### src/rtl/pingpong_frame_buffer.sv
// pingpong_frame_buffer
//   Double-buffered frame store between the telemetry frame former (writer)
//   and the DAC/serial output distributor (reader). The writer always fills
//   the bank not being read; a commit marks that bank as a complete frame and
//   the next frame_sync swaps it into the read side. If frame_sync arrives
//   with nothing committed the reader either repeats the last frame or emits
//   FILL_WORD, depending on REPEAT_ON_STARVE.
//
// Ports
//   clk, reset       : system clock, synchronous active-high reset
//   wr_en/addr/data  : word write into the current write bank
//   wr_commit        : write bank now holds a complete frame
//   wr_ready         : no frame pending; writes and commits are accepted
//   frame_sync       : output frame start; swaps banks when a frame is pending
//   rd_strobe        : request one output word
//   rd_data/rd_valid : registered word, valid pulse one clock after rd_strobe
//   rd_bank          : bank currently being read
//   underrun/overrun : single-cycle event pulses
//   underrun_cnt/overrun_cnt : saturating event counters
module pingpong_frame_buffer #(
  parameter int              DATA_W           = 8,
  parameter int              ADDR_W           = 7,
  parameter int              DEPTH            = 128,
  parameter bit              REPEAT_ON_STARVE = 1'b1,
  parameter logic [DATA_W-1:0] FILL_WORD      = '0,
  parameter int              CNT_W            = 16
) (
  input  logic              clk,
  input  logic              reset,
  input  logic              wr_en,
  input  logic [ADDR_W-1:0] wr_addr,
  input  logic [DATA_W-1:0] wr_data,
  input  logic              wr_commit,
  output logic              wr_ready,
  input  logic              frame_sync,
  input  logic              rd_strobe,
  output logic [DATA_W-1:0] rd_data,
  output logic              rd_valid,
  output logic              rd_bank,
  output logic              underrun,
  output logic              overrun,
  output logic [CNT_W-1:0]  underrun_cnt,
  output logic [CNT_W-1:0]  overrun_cnt
);

  localparam logic [ADDR_W:0]   DEPTH_X = (ADDR_W+1)'(DEPTH);
  localparam logic [ADDR_W-1:0] LAST    = ADDR_W'(DEPTH-1);

  // Full address-space rows keep indexing width-exact; only the first DEPTH
  // words of each bank are ever written.
  logic [DATA_W-1:0] mem [2][2**ADDR_W];

  logic              pending;
  logic [1:0]        bank_valid;
  logic [ADDR_W-1:0] rd_addr;
  logic              starved;

  logic              wr_ok, commit_ok, swap, ovr_evt, und_evt;
  logic              eff_bank, eff_starved;
  logic [ADDR_W-1:0] eff_addr, next_addr;

  assign wr_ready = ~pending;

  // The read in the same cycle as frame_sync must see the post-sync bank,
  // starve state and address 0, so all read-side selection goes through the
  // eff_* view of the state.
  always_comb begin
    wr_ok       = wr_en & ~pending & ({1'b0, wr_addr} < DEPTH_X);
    commit_ok   = wr_commit & ~pending;
    ovr_evt     = pending & (wr_en | wr_commit);
    swap        = frame_sync & (pending | wr_commit);
    und_evt     = frame_sync & ~swap;
    eff_bank    = swap ? ~rd_bank : rd_bank;
    eff_addr    = frame_sync ? '0 : rd_addr;
    eff_starved = starved;
    if (swap)
      eff_starved = 1'b0;
    else if (frame_sync)
      eff_starved = (REPEAT_ON_STARVE == 1'b0) | ~bank_valid[rd_bank];
    next_addr   = (eff_addr == LAST) ? '0 : eff_addr + 1'b1;
  end

  always_ff @(posedge clk) begin
    if (wr_ok) mem[~rd_bank][wr_addr] <= wr_data;
  end

  always_ff @(posedge clk) begin
    if (reset) begin
      rd_bank      <= 1'b0;
      pending      <= 1'b0;
      bank_valid   <= 2'b00;
      rd_addr      <= '0;
      starved      <= 1'b1;
      rd_data      <= FILL_WORD;
      rd_valid     <= 1'b0;
      underrun     <= 1'b0;
      overrun      <= 1'b0;
      underrun_cnt <= '0;
      overrun_cnt  <= '0;
    end else begin
      underrun <= und_evt;
      overrun  <= ovr_evt;
      rd_valid <= rd_strobe;

      if (commit_ok) bank_valid[~rd_bank] <= 1'b1;

      if (swap)           pending <= 1'b0;
      else if (commit_ok) pending <= 1'b1;

      rd_bank <= eff_bank;
      starved <= eff_starved;
      rd_addr <= rd_strobe ? next_addr : eff_addr;

      if (rd_strobe)
        rd_data <= eff_starved ? FILL_WORD : mem[eff_bank][eff_addr];

      if (und_evt && underrun_cnt != '1) underrun_cnt <= underrun_cnt + 1'b1;
      if (ovr_evt && overrun_cnt  != '1) overrun_cnt  <= overrun_cnt + 1'b1;
    end
  end

endmodule

### config.mk
export PLATFORM = sky130hd
export DESIGN_NAME = pingpong_frame_buffer
export DESIGN_NICKNAME = d
export VERILOG_FILES = /design/src/rtl/pingpong_frame_buffer.sv
export SDC_FILE = /design/constraint.sdc
export NUM_CORES = 2
export LEC_CHECK = 0
export BUFFER_PORTS_ARGS = -buffer_cell sky130_fd_sc_hd__buf_2
export CORE_ASPECT_RATIO = 1.75
export CORE_MARGIN = 1
export CORE_UTILIZATION = 50
export DETAILED_ROUTE_END_ITERATION = 12
export HOLD_SLACK_MARGIN = 0.1
export PLACE_DENSITY = 0.68
export SLEW_MARGIN = 20
export SYNTH_ARGS = -nofsm -noshare
export SYNTH_HDL_FRONTEND = slang
export SYNTH_SLANG_ARGS = --single-unit
export TNS_END_PERCENT = 5
### constraint.sdc
create_clock -name clk -period 2.85 [get_ports clk]
set_input_delay 0.57 -clock clk [delete_from_list [all_inputs] [get_ports clk]]
set_output_delay 0.57 -clock clk [all_outputs]
set_load 0.005 [all_outputs]
==> run_results.csv <==
group,metric,value,unit
pwr,combPwrFrac,11.1,%
pwr,p_leak,0.03521,uW
critical_path,crit-reg2reg-launch,"rd_bank$_SDFF_PP0_",
logic_synthesis,syn_area,0.08450,sq mm
logic_synthesis,synth_flop_cell,"edfxtp_1",
clock_network,path_clk_slew,0.07,ns
logic_synthesis,synth-edff-count,2048,
place,gp_congestion,1.024,
clock_network,cts_tree,"done",
sta,slew_headroom,40.54,%
logic_synthesis,synthCells,5612,
clock_network,cts_buffers,185,
pwr,clock_power_share,37.4,%
clock_network,clk_latency,0.85,ns
sta,setup_viol,8,
floorplan,die_y,545.8,microns
critical_path,cp-start-kind,"flop",
logic_synthesis,syn_area_per_cell,15.06,sq um
run,cap_violations,0,
clock_network,cts.sinks,2103,
logic_synthesis,yosys_warnings,0,
logic_synthesis,ys_seq_area_share,74.09,%
pwr,powerDensity,634.8,mW/mm^2
critical_path,startpoint,"rd_bank$_SDFF_PP0_",
place,pre_cts_ws,-1.168,ns
critical_path,r2r_cells,14,
grt,grt_max_degree,94,
worst_hold_path,holdPathEnd,"mem[0][883]$_DFFE_PP_",
route,drt_first_pass_iters,8,
grt,gr-usage-all-layers,37.21,%
critical_path,reg2reg_to,"rd_data[3]$_SDFFE_PP0P_",
logic_synthesis,synth_fp_nets,5636,
logic_synthesis,yosysUniqueCellTypes,80,
floorplan,die-area,0.1707,sq mm
logic_synthesis,synth_top_area_share,72.78,%
route,dr.first_iter.drc_count,8657,
grt,grt_first_pass_wirelength,442300,microns
sta,hold_violations,0,
finish,drive_gt1_share,27.12,%
finish,area_growth,22.98,%
critical_path,worstSetupPathType,"reg2reg",
logic_synthesis,synth_top_area_cell,"edfxtp_1",
route,routed_wirelength,322700,microns
logic_synthesis,ys_ff_latch,2103,
route,route.detailed.drc,0,
finish,finish.instance_area,0.1039,sq mm
floorplan,std_cell_rows,199,
sta,fmaxAchievable,316.3,MHz
pwr,peakVddDrop,0.0005396,V
finish,finalNonFillerCells,9000,
floorplan,core_area,0.1678,sq mm
place,placed_cells,8608,
grt,antenna_found_initial,15,
critical_path,crit_path_end_kind,"flop",
logic_synthesis,ys_top_cells_by_area,"edfxtp_1 73%, mux2i_1 4.1%, a221oi_1 2.1%, nand2_1 2.1%, a21oi_1 2.0%",
floorplan,top_level_ports,66,
run_status,violations,"negative setup slack",
pwr,switching_share,23.96,%
place,dp_hpwl,219200,microns
worst_hold_path,whs_path_depth,1,
route,vias_per_cell,6.676,
pwr,p_switching,15800,uW
clock_network,htree_levels,4,
sta,tns,-2.188,ns
grt,grt_overflow,0,
finish,num-fill-cells,12200,
pwr,total_power,65970,uW
worst_hold_path,worstHoldStart,"wr_data[3]",
grt,grt_pass1_vias,58950,
sta,drv_slew,0,
place,postPlaceCellArea,0.09581,sq mm
sta,min_period,3.162,ns
critical_path,required,3.64,ns
logic_synthesis,ys_async_sr_fraction,0,%
route,vias,60090,
sta,worst_pin_slew,0.8860,ns
clock_network,cts-root-buf,"clkbuf_16",
pwr,p_int,50160,uW
floorplan,start_util,50.35,%
worst_hold_path,worstHoldPathType,"in2reg",
clock_network,clock_path_buffers,4,
sta,rsz0062_at_grt,"true",
sta,fin_crit_sh,110.9,%
floorplan,die_w,312.8,microns
sta,fin_ws,-0.3116,ns
critical_path,r2r_setup_slack,-0.31,ns
route,wl_per_cell,35.85,microns
critical_path,critPathMaxFanout,10,
finish,final_nets,6669,
place,io_buffers,65,
run_status,status,"finished with violations",
sta,finClkSkew,0.05553,ns
pwr,p_seq_share,51.5,%
critical_path,cp.arrival,3.96,ns
route,postRouteAntennaNets,0,
-- critical path: stages (launching register included) --
cell and delay [ns]:
dfxtp_4 0.38, buf_12 0.15, buf_12 0.16, buf_12 0.16, xnor2_4 0.34, buf_12 0.19
buf_12 0.12, buf_4 0.14, nand2_1 0.07, a32oi_1 0.25, a22oi_2 0.17, o22a_4 0.25
buf_4 0.15, a311oi_4 0.36, a211o_1 0.17
-- power by group through the flow --
| stage | logic [uW] | registers [uW] | clock network [uW] |
|---|---|---|---|
| after global placement | 6130 | 34600 | 0 |
| after global routing | 7380 | 34000 | 25700 |
| after floorplan | 2790 | 34600 | 0 |
| final | 7320 | 34000 | 24700 |
| after detailed placement | 6200 | 34700 | 0 |
| after CTS | 6850 | 34000 | 24700 |
-- cell usage in the layout (no fill, tap or decap), drive strengths merged, types with 9 or more instances in the layout --
| cell | count |
|---|---|
| nor4 | 10 |
| nor2 | 370 |
| a221oi | 207 |
| nor3 | 25 |
| o221ai | 12 |
| and2 | 22 |
| buf | 1226 |
| clkinv | 67 |
| bufinv | 14 |
| nand4 | 27 |
| o22ai | 17 |
| a211oi | 64 |
| a311oi | 21 |
| o211ai | 57 |
| xor2 | 16 |
| a222oi | 15 |
| nand3 | 245 |
| mux2i | 342 |
| and3 | 10 |
| a211o | 14 |
| nand2 | 481 |
| or3 | 10 |
| inv | 15 |
| a221o | 47 |
| dfxtp | 55 |
| o31ai | 11 |
| nor2b | 41 |
| edfxtp | 2048 |
| a31oi | 73 |
| o2111ai | 19 |
| clkbuf | 241 |
| a32oi | 32 |
| nand2b | 10 |
| a21oi | 340 |
| mux2 | 147 |
| o32ai | 9 |
| a22oi | 51 |
| o21ai | 249 |
| xnor2 | 13 |
-- cells in the mapped netlist, types with 41 or more instances --
| library cell | number |
|---|---|
| nor2_1 | 370 |
| buf_2 | 149 |
| a31oi_1 | 73 |
| a221o_1 | 47 |
| nand2_1 | 481 |
| nor2b_1 | 41 |
| clkbuf_1 | 148 |
| o21ai_0 | 248 |
| edfxtp_1 | 2048 |
| a221oi_1 | 207 |
| buf_4 | 57 |
| mux2_2 | 147 |
| a22oi_1 | 51 |
| nand3_1 | 244 |
| dfxtp_1 | 55 |
| mux2i_1 | 342 |
| a21oi_1 | 339 |
| a211oi_1 | 64 |
| o211ai_1 | 56 |
-- worst max path at each step --
stage	depth (start not counted)	endpoint	slack, ns
6_report	14	rd_data[3]$_SDFFE_PP0P_	-0.31
5_1_grt	13	rd_data[6]$_SDFFE_PP0P_	-0.24
4_1_cts	14	rd_data[3]$_SDFFE_PP0P_	-0.20
3_5_place_dp	12	rd_data[6]$_SDFFE_PP0P_	-1.17
3_3_place_gp	12	rd_data[3]$_SDFFE_PP0P_	-1.15
2_1_floorplan	11	mem[1][792]$_DFFE_PP_	-0.04
-- registers in the layout (all words and copies together) (netlist names) --
name,flops
mem,2048
overrun_cnt,16
underrun_cnt,16
rd_data,8
rd_addr,7
bank_valid,2
overrun,1
pending,1
rd_bank,1
rd_valid,1
starved,1
underrun,1
-- area by class of cell --
cell class,count,area [sq um],share of cell area (%)
flip-flops and latches,2103,62610,60.25
multi-input cells,3100,21090,20.29
repair buffers,1244,11630,11.19
clock buffers,230,4900,4.715
well taps,2211,2766,2.662
clock inverters,93,854.6,0.8224
inverters,11,53.80,0.05177
diodes,8,20.02,0.01926
-- cell families (layout without fill, tap and decap cells) --
family / Yosys count / count (layout) / share of synthesized area [%]
AOI/OAI and AO/OA: 1299 / 1299 / 10.41
muxes: 494 / 494 / 6.144
xor gates and xnor gates: 29 / 29 / 0.3184
other: 0 / 8 / 0
DFF: 2103 / 2103 / 74.09
adders and majority gates: 3 / 3 / 0.04443
buffers and inverters: 409 / 1578 / 2.397
and+or+nand+nor: 1275 / 1275 / 6.598
-- what timing repair did --
action / in CTS / in global routing
gates resized for setup: 203 / 97
hold buffers: 1 / 0
cloned: 10 / 3
endpoints found under the setup margin: 8 / 8
buffers inserted: 51 / 7
pin swaps: 58 / 38
hold endpoints to repair: 1 / 0
-- through the flow --
step                      util, %  hold WS [ns]
after global placement      57.09        0.4487
after global routing        61.91        0.2047
final                       61.92        0.2033
after detailed placement    57.09        0.4696
after CTS                   61.57        0.1619
after floorplan                 -        0.4361
-- routing by layer --
metal  vias to the layer above  routed length [microns]  global-route usage, %
met3                      1504                    37130                  8.107
met1                     29580                    99190                  41.63
li1                      24170                        -                      -
met2                      4829                   148200                  58.84
met4                         4                    38120                  35.12
met5                         -                       26                      0
No activity file was read; power rests on OpenSTA's default activity.
